## src/rtl/except_ctrl_pkg.sv

```systemverilog
// except_ctrl_pkg: shared definitions for the MEM-stage exception sequencer.
//   - bit_* : positions of the cause flags inside mem_excepttype
//   - EXC_* : 5-bit Cause.ExcCode values
//   - state_t : sequencer FSM encoding
//   - epc_of(): EPC value for an instruction, backing up over a branch delay slot
package except_ctrl_pkg;

    // Cause flags accumulated along IF..MEM. Interrupts are not carried
    // here; they come from int_pending at the commit point.
    localparam int bit_adel_if = 0;   // fetch address error
    localparam int bit_ri      = 1;   // reserved instruction
    localparam int bit_ov      = 2;   // arithmetic overflow (EX)
    localparam int bit_tr      = 3;   // trap (EX)
    localparam int bit_sys     = 4;   // syscall
    localparam int bit_bp      = 5;   // break
    localparam int bit_adel_d  = 6;   // load address error
    localparam int bit_ades    = 7;   // store address error
    localparam int NUM_CAUSE_BITS = 8;

    localparam logic [4:0] EXC_INT  = 5'd0;
    localparam logic [4:0] EXC_ADEL = 5'd4;
    localparam logic [4:0] EXC_ADES = 5'd5;
    localparam logic [4:0] EXC_SYS  = 5'd8;
    localparam logic [4:0] EXC_BP   = 5'd9;
    localparam logic [4:0] EXC_RI   = 5'd10;
    localparam logic [4:0] EXC_OV   = 5'd12;
    localparam logic [4:0] EXC_TR   = 5'd13;

    typedef enum logic [2:0] {
        S_IDLE,
        S_FLUSH,
        S_DRAIN,
        S_COMMIT,
        S_REDIRECT
    } state_t;

    function automatic logic [31:0] epc_of(input logic [31:0] pc, input logic bd);
        return bd ? (pc - 32'd4) : pc;
    endfunction

endpackage

```

## src/rtl/except_prio.sv

```systemverilog
// except_prio: combinational cause priority encoder.
//   excepttype : accumulated cause flags (bit_* positions)
//   int_ok     : interrupt is pending and enabled (IE=1, EXL=0)
//   eret       : instruction is ERET
//   hit        : something must be sequenced
//   exccode    : ExcCode of the winning cause (0 when only ERET)
//   is_addr    : winner is an address error (BadVAddr must be written)
//   is_eret    : ERET wins (no cause present)
module except_prio
    import except_ctrl_pkg::*;
(
    input  logic [31:0] excepttype,
    input  logic        int_ok,
    input  logic        eret,
    output logic        hit,
    output logic [4:0]  exccode,
    output logic        is_addr,
    output logic        is_eret
);

    logic unused_excepttype;
    assign unused_excepttype = ^excepttype[31:NUM_CAUSE_BITS];

    always_comb begin
        hit     = 1'b1;
        exccode = EXC_INT;
        is_addr = 1'b0;
        is_eret = 1'b0;
        if (int_ok) begin
            exccode = EXC_INT;
        end else if (excepttype[bit_adel_if]) begin
            exccode = EXC_ADEL;
            is_addr = 1'b1;
        end else if (excepttype[bit_ri]) begin
            exccode = EXC_RI;
        end else if (excepttype[bit_ov]) begin
            exccode = EXC_OV;
        end else if (excepttype[bit_tr]) begin
            exccode = EXC_TR;
        end else if (excepttype[bit_sys]) begin
            exccode = EXC_SYS;
        end else if (excepttype[bit_bp]) begin
            exccode = EXC_BP;
        end else if (excepttype[bit_adel_d]) begin
            exccode = EXC_ADEL;
            is_addr = 1'b1;
        end else if (excepttype[bit_ades]) begin
            exccode = EXC_ADES;
            is_addr = 1'b1;
        end else if (eret) begin
            is_eret = 1'b1;
        end else begin
            hit = 1'b0;
        end
    end

endmodule

```

## src/rtl/except_ctrl.sv

```systemverilog
// except_ctrl: commit-point exception / ERET sequencer at the MEM stage.
// Picks the winning cause, flushes the pipe, waits for data memory to go
// idle, issues one CP0 update, then holds a PC redirect until fetch takes it.
//   inputs : clk, resetn, mem_valid, mem_excepttype, mem_eret, mem_pc,
//            mem_in_delay, mem_badvaddr, int_pending, cp0_status_ie,
//            cp0_status_exl, cp0_epc, mem_busy, redirect_ready
//   outputs: flush, busy, cp0_exc_we, cp0_exccode, cp0_bd, cp0_epc_o,
//            cp0_badvaddr_we, cp0_badvaddr, cp0_exl_clr,
//            redirect_valid, redirect_pc
module except_ctrl
    import except_ctrl_pkg::*;
#(
    parameter logic [31:0] EXC_VECTOR   = 32'hBFC0_0380,
    parameter int          FLUSH_CYCLES = 2
) (
    input  logic        clk,
    input  logic        resetn,
    input  logic        mem_valid,
    input  logic [31:0] mem_excepttype,
    input  logic        mem_eret,
    input  logic [31:0] mem_pc,
    input  logic        mem_in_delay,
    input  logic [31:0] mem_badvaddr,
    input  logic        int_pending,
    input  logic        cp0_status_ie,
    input  logic        cp0_status_exl,
    input  logic [31:0] cp0_epc,
    input  logic        mem_busy,
    input  logic        redirect_ready,
    output logic        flush,
    output logic        busy,
    output logic        cp0_exc_we,
    output logic [4:0]  cp0_exccode,
    output logic        cp0_bd,
    output logic [31:0] cp0_epc_o,
    output logic        cp0_badvaddr_we,
    output logic [31:0] cp0_badvaddr,
    output logic        cp0_exl_clr,
    output logic        redirect_valid,
    output logic [31:0] redirect_pc
);

    state_t      state, state_n;
    logic [3:0]  cnt;
    logic        hit, is_addr, is_eret, int_ok, trigger;
    logic [4:0]  exccode;

    // Captured at trigger; held until the sequence returns to IDLE.
    logic [4:0]  exccode_q;
    logic        bd_q, is_addr_q, is_eret_q, exl_q;
    logic [31:0] epc_q, badvaddr_q, redirect_pc_q;

    assign int_ok = int_pending & cp0_status_ie & ~cp0_status_exl;

    except_prio u_prio (
        .excepttype (mem_excepttype),
        .int_ok     (int_ok),
        .eret       (mem_eret),
        .hit        (hit),
        .exccode    (exccode),
        .is_addr    (is_addr),
        .is_eret    (is_eret)
    );

    assign trigger = (state == S_IDLE) && mem_valid && hit;

    always_comb begin
        state_n = state;
        case (state)
            S_IDLE:     if (trigger) state_n = S_FLUSH;
            // Skip DRAIN when memory is already quiet so the redirect
            // appears FLUSH_CYCLES+2 cycles after the trigger.
            S_FLUSH:    if (cnt == 4'd0) state_n = mem_busy ? S_DRAIN : S_COMMIT;
            S_DRAIN:    if (!mem_busy) state_n = S_COMMIT;
            S_COMMIT:   state_n = S_REDIRECT;
            S_REDIRECT: if (redirect_ready) state_n = S_IDLE;
            default:    state_n = S_IDLE;
        endcase
    end

    always_ff @(posedge clk or negedge resetn) begin
        if (!resetn) begin
            state         <= S_IDLE;
            cnt           <= 4'd0;
            exccode_q     <= 5'd0;
            bd_q          <= 1'b0;
            is_addr_q     <= 1'b0;
            is_eret_q     <= 1'b0;
            exl_q         <= 1'b0;
            epc_q         <= 32'd0;
            badvaddr_q    <= 32'd0;
            redirect_pc_q <= 32'd0;
        end else begin
            state <= state_n;
            if (trigger) begin
                cnt        <= 4'(FLUSH_CYCLES - 1);
                exccode_q  <= exccode;
                bd_q       <= mem_in_delay;
                is_addr_q  <= is_addr;
                is_eret_q  <= is_eret;
                exl_q      <= cp0_status_exl;
                epc_q      <= epc_of(mem_pc, mem_in_delay);
                badvaddr_q <= mem_badvaddr;
            end else if (state == S_FLUSH && cnt != 4'd0) begin
                cnt <= cnt - 4'd1;
            end
            // ERET target is EPC as seen in COMMIT, after any earlier mtc0 settled.
            if (state == S_COMMIT)
                redirect_pc_q <= is_eret_q ? cp0_epc : EXC_VECTOR;
        end
    end

    // A nested exception (EXL already set) still redirects but leaves CP0 alone.
    assign cp0_exc_we      = (state == S_COMMIT) && !is_eret_q && !exl_q;
    assign cp0_badvaddr_we = cp0_exc_we && is_addr_q;
    assign cp0_exl_clr     = (state == S_COMMIT) && is_eret_q;
    assign flush           = (state == S_FLUSH);
    assign busy            = (state != S_IDLE);
    assign redirect_valid  = (state == S_REDIRECT);
    assign redirect_pc     = redirect_pc_q;
    assign cp0_exccode     = exccode_q;
    assign cp0_bd          = bd_q;
    assign cp0_epc_o       = epc_q;
    assign cp0_badvaddr    = badvaddr_q;

endmodule

```

## config.mk

```make
export PLATFORM = sky130hd
export DESIGN_NAME = except_ctrl
export DESIGN_NICKNAME = d
export VERILOG_FILES = /design/src/rtl/except_ctrl_pkg.sv /design/src/rtl/except_prio.sv /design/src/rtl/except_ctrl.sv
export SDC_FILE = /design/constraint.sdc
export NUM_CORES = 1
export LEC_CHECK = 0
export CAP_MARGIN = 25
export CORE_UTILIZATION = 44
export DETAILED_ROUTE_END_ITERATION = 8
export MAX_ROUTING_LAYER = met4
export PLACE_DENSITY = 0.86
export SLEW_MARGIN = 10
export SYNTH_ARGS = -nofsm -noshare
export SYNTH_HDL_FRONTEND = slang
export SYNTH_SLANG_ARGS = --single-unit
export TNS_END_PERCENT = 1
```

## constraint.sdc

```tcl
create_clock -name clk -period 3.7 [get_ports clk]
set_input_delay 0.74 -clock clk [delete_from_list [all_inputs] [get_ports clk]]
set_output_delay 0.74 -clock clk [all_outputs]
set_load 0.005 [all_outputs]
```

# --- After elaboration in Yosys (flattened, before gate mapping) ---
# Index checks and enable logic that the tools add are counted.
totals:
  reg_bits: 112
  out_inout_bits: 108
classes:
  addsub: 2
  n_eq_ne: 8
  mux: 47
  bitwise_logic: 3
  reduce_logical: 15
ops:
  columns: ["cell", "count"]
  rows:
  - ["two-way mux 32 bit", 2]
  - ["two-way mux 5 bit", 8]
  - ["subtractor 32 x 3 -> 32 bit (second input constant)", 1]
  - ["two-way mux 1 bit", 29]
  - ["two-way mux 3 bit", 5]
  - ["case mux 3 bit (5 select lines)", 1]
  - ["two-way mux 4 bit", 2]
  - ["logical AND 1 bit", 7]
  - ["equality test 3 x 2 -> 1 bit (second input constant)", 2]
  - ["!= test 2 bit (second input constant)", 3]
  - ["zero test 4 bit", 1]
  - ["AND reduction 4 bit", 1]
  - ["nonzero test 4 bit", 1]
  - ["subtractor 4 x 1 -> 4 bit (second input constant)", 1]
  - ["equality test 3 x 1 -> 1 bit (second input constant)", 1]
  - ["equality test 3 bit (second input constant)", 1]
  - ["zero test 3 bit", 1]
  - ["nonzero test 3 bit", 1]
  - ["AND 1 bit", 2]
  - ["zero test 1 bit", 2]
  - ["!= test 2 x 1 -> 1 bit (second input constant)", 1]
  - ["nonzero test 2 bit", 1]
  - ["NOT 1 bit", 1]

# --- Longest topological paths before layout ---
logic_depth:
  ltp_word: 13
  mapped_depth: 7

# --- Cells and area by module ---
# From an unflattened synthesis, not the netlist that was laid out.
unflattened:
  hier_cells: 497
  hier_area_um2: 5111.2
by_module_without_submodules:
  columns: ["module", "instances", "cells_per_inst", "area_each_um2"]
  rows:
  - ["except_ctrl", 1, 476, 4982.3]
  - ["except_prio", 1, 21, 128.9]

# --- Worst setup path before layout ---
# Ideal clock, no wire load.
synth_path:
  path_kind: "input to register"
  from: "input mem_excepttype[2]"
  to: "register badvaddr_q[0], in the netlist cp0_badvaddr[0]"
  arrival_ps: 2252
  slack_ps: 1323
  path_stages: 6
  path_cell_list: "or2_2 or4_4 o21ai_2 buf_4 buf_6 mux2_2"
synth_via:
  elab_chain_cells: 5
synth_lines:
  columns: ["element", "line", "rtl"]
  rows:
  - ["start: declaration", "except_ctrl.sv:19", "input logic [31:0] mem_excepttype,"]
  - ["two-way mux 1 bit", "except_prio.sv:36", "end else if (excepttype[bit_ov]) begin"]
  - ["two-way mux 1 bit", "except_prio.sv:34", "end else if (excepttype[bit_ri]) begin"]
  - ["two-way mux 1 bit", "except_prio.sv:31", "end else if (excepttype[bit_adel_if]) begin"]
  - ["two-way mux 1 bit", "except_prio.sv:29", "if (int_ok) begin"]
  - ["logical AND 1 bit", "except_ctrl.sv:65", "assign trigger = (state == S_IDLE) && mem_valid && hit;"]
  - ["end signal: assignment", "except_ctrl.sv:103", "badvaddr_q <= mem_badvaddr;"]
  - ["end: declaration", "except_ctrl.sv:51", "logic [31:0] epc_q, badvaddr_q, redirect_pc_q;"]
# Every way passes these cells.
# A chain may end at the register's enable or synchronous reset.

# --- Final worst setup path ---
layout_path:
  from: "register is_eret_q"
  to: "output cp0_exl_clr"
layout_via:
  elab_chain_cells: 1
layout_lines:
  columns: ["element", "line", "rtl"]
  rows:
  - ["start: declaration", "except_ctrl.sv:50", "logic bd_q, is_addr_q, is_eret_q, exl_q;"]
  - ["start signal: assignment", "except_ctrl.sv:100", "is_eret_q <= is_eret;"]
  - ["logical AND 1 bit", "except_ctrl.sv:116", "assign cp0_exl_clr = (state == S_COMMIT) && is_eret_q;"]
  - ["end: declaration", "except_ctrl.sv:38", "output logic cp0_exl_clr,"]
# Every way passes these cells.

==> results.ini <==
[synthesis]
syn_inst = 475
ys_dominant_reg_cell = dfrtp_1
yosysSeqAreaShare = 0.553
ys_ff_latch = 111
synth-edff-count = 0
synthArstFlopShare = 1.00
ys_warn_count = 0
syn_area_mm2 = 0.00502
synth.distinct_cells = 46
postSynthAreaPerCell_um2 = 10.6
synthesis.nets = 616

[cts]
root_buffer = clkbuf_16
path_clk_slew_ns = 0.07
cts.path.max_buffers = 2
cts_htree_levels = 3
postCtsSetupBuffers = 0
cts_buffers = 9
post_cts_resized = 0
insertion_delay_ns = 0.34
ctsHoldBuffers = 0
clock_sinks = 111
cts_tree = built

[critical_path]
worstPathArrival_ns = 2.28
criticalPathCategory = register to output port
required_ns = 2.96
cp_max_fo = 23
critPathLaunchType = register
endpoint_kind = output port

[timing]
tightestPinTransition_ns = 0.763
max_slew_margin = 0.491
setup_viol = 0
layout_min_cycle_time_ns = 3.02
hold_viol = 0
period_share = 0.816
finClkSkew_ns = 0.00703
fin_ws_ns = 0.679
rsz0062_at_grt = false
drv_slew = 0
setup_tns_ns = 0
fmax_mhz = 331

[hold_path]
hold_path_class = input port to async pin

[final_layout]
seq_area_mm2 = 0.00278
layout_common_cells = 219 x clkdlybuf4s50_1, 111 x dfrtp_1, 94 x nand2_1
final_common_cell = clkdlybuf4s50_1
finalNetCount = 829
syn2layout_area_growth_pct = 51.4
multi_input_area_mm2 = 0.00206
final_cells = 833
n_fill_cell = 822
drive_above_1_share = 0.0967
fin_area_mm2 = 0.00760
n_antenna_cell = 0

[detailed_routing]
vias = 4224
wire_per_inst_um = 15.4
routed_wl_um = 12900
remaining_drc_errors = 0
vias_per_cell = 5.07
antenna_left = 0
drt_pass1_iterations = 4
drt_iter0_markers = 237

[power_and_ir_drop]
p_leak_uw = 0.00314
power.density_mw_per_mm2 = 714
finalPower_uw = 5420
ir_worst_vdd_mv = 0.351

[global_route]
grt_usage = 0.227
first_global_vias = 4291
grt-ovfl-total = 0
antenna_found_initial = 0
grt_pass1_wl_um = 20200
grt_max_degree = 73

[run]
drv_cap = 0

[place]
placed_area_mm2 = 0.00731
dp_cells = 817
pre_cts_slack_ns = 0.550
dp_hpwl_um = 9770
routabilityCongestion = 0.848
portBuffers = 220

[floorplan]
core_region_area_mm2 = 0.0110
fp.dieH_um = 109
io_pins = 246
fp-row-count = 38
die_area_mm2 = 0.0118
start_util = 0.457
die_w_um = 109

[outcome]
status = completed

## report_power, final
part / internal [uW] / switching [uW]
sequential: 1770 / 325
clock: 544 / 424
combinational: 1450 / 917
total: 3760 / 1670
## cell type report
cell class / count / area share
inverter: 9 / 0.00444
multi-input combinational: 331 / 0.272
sequential: 111 / 0.365
timing repair buffer: 226 / 0.297
tap: 140 / 0.0230
clock inverter: 3 / 0.00560
clock buffer: 13 / 0.0329
## logic make-up (layout without fill, tap and decap cells)
group / count (synthesis) / after routing / share of synthesized area
flops: 111 / 111 / 0.553
fa+ha+maj: 3 / 3 / 0.00748
xor+xnor: 32 / 32 / 0.0558
buf+inv: 33 / 251 / 0.0371
other cells: 1 / 1 / 0.000747
mux: 38 / 38 / 0.0852
simple gates: 178 / 178 / 0.177
compound gates: 79 / 79 / 0.0832
## stage by stage
stage,hold slack (ns),utilization
final,0.388,0.692
after CTS,0.404,0.692
after global routing,0.438,0.692
after global placement,0.461,0.665
after floorplan,0.440,-
after detailed placement,0.471,0.665
## metal layers
metal	wire length, um	vias to the layer above	track usage
met1	5290	2000	0.257
met2	6200	174	0.388
met5	0	-	-
met3	1170	17	0.0628
met4	199	0	0.0714
li1	-	2033	-
## critical path, cell delays in order, from the launching register on
cell	delay, ns
dfrtp_1	0.84
inv_1	0.39
nor2_1	0.18
clkdlybuf4s50_1	0.53
## flip-flops by register name, summed over array words and instances, names as in the netlist
register      cells
cp0_badvaddr     32
cp0_epc_o        32
redirect_pc      32
cnt               4
cp0_exccode       4
state             3
cp0_bd            1
exl_q             1
is_addr_q         1
is_eret_q         1
## path summary, 6_finish.rpt
kind	depth (start not counted)	slack [ns]	start	endpoint
worst max-delay path	3	0.68	is_eret_q	cp0_exl_clr
worst min-delay path	1	0.39	resetn	cp0_epc_o[8]
worst max register to register	5	1.52	state[2]	cp0_epc_o[1]
worst min register to register	2	0.48	cp0_epc_o[28]	cp0_epc_o[28]
max in group asynchronous	2	2.35	resetn	cp0_badvaddr[8]
min in group clk	2	0.48	cp0_epc_o[28]	cp0_epc_o[28]
## synthesized netlist by cell type, types with 2 or more instances
library cell | instances | area share
dfrtp_1 | 111 | 0.55
nand2_1 | 94 | 0.070
o21ai_0 | 61 | 0.061
mux2_2 | 33 | 0.074
nor2_1 | 28 | 0.021
xnor2_1 | 24 | 0.042
nor3_1 | 11 | 0.011
clkbuf_1 | 10 | 0.0075
inv_1 | 9 | 0.0067
nor4_1 | 9 | 0.011
xor2_1 | 8 | 0.014
a21oi_1 | 6 | 0.0060
o21ai_1 | 6 | 0.0060
buf_6 | 5 | 0.011
mux2_1 | 5 | 0.011
and2_1 | 4 | 0.0050
or3_1 | 4 | 0.0050
buf_2 | 3 | 0.0030
clkbuf_2 | 3 | 0.0030
ha_1 | 3 | 0.0075
nand3b_1 | 3 | 0.0045
nand4_1 | 3 | 0.0037
or4_4 | 3 | 0.0067
buf_4 | 2 | 0.0030
nor3b_1 | 2 | 0.0030
nor4b_1 | 2 | 0.0035
o21ai_2 | 2 | 0.0035
o31ai_1 | 2 | 0.0030
or4_1 | 2 | 0.0030
No activity file was read; power rests on OpenSTA's default activity.
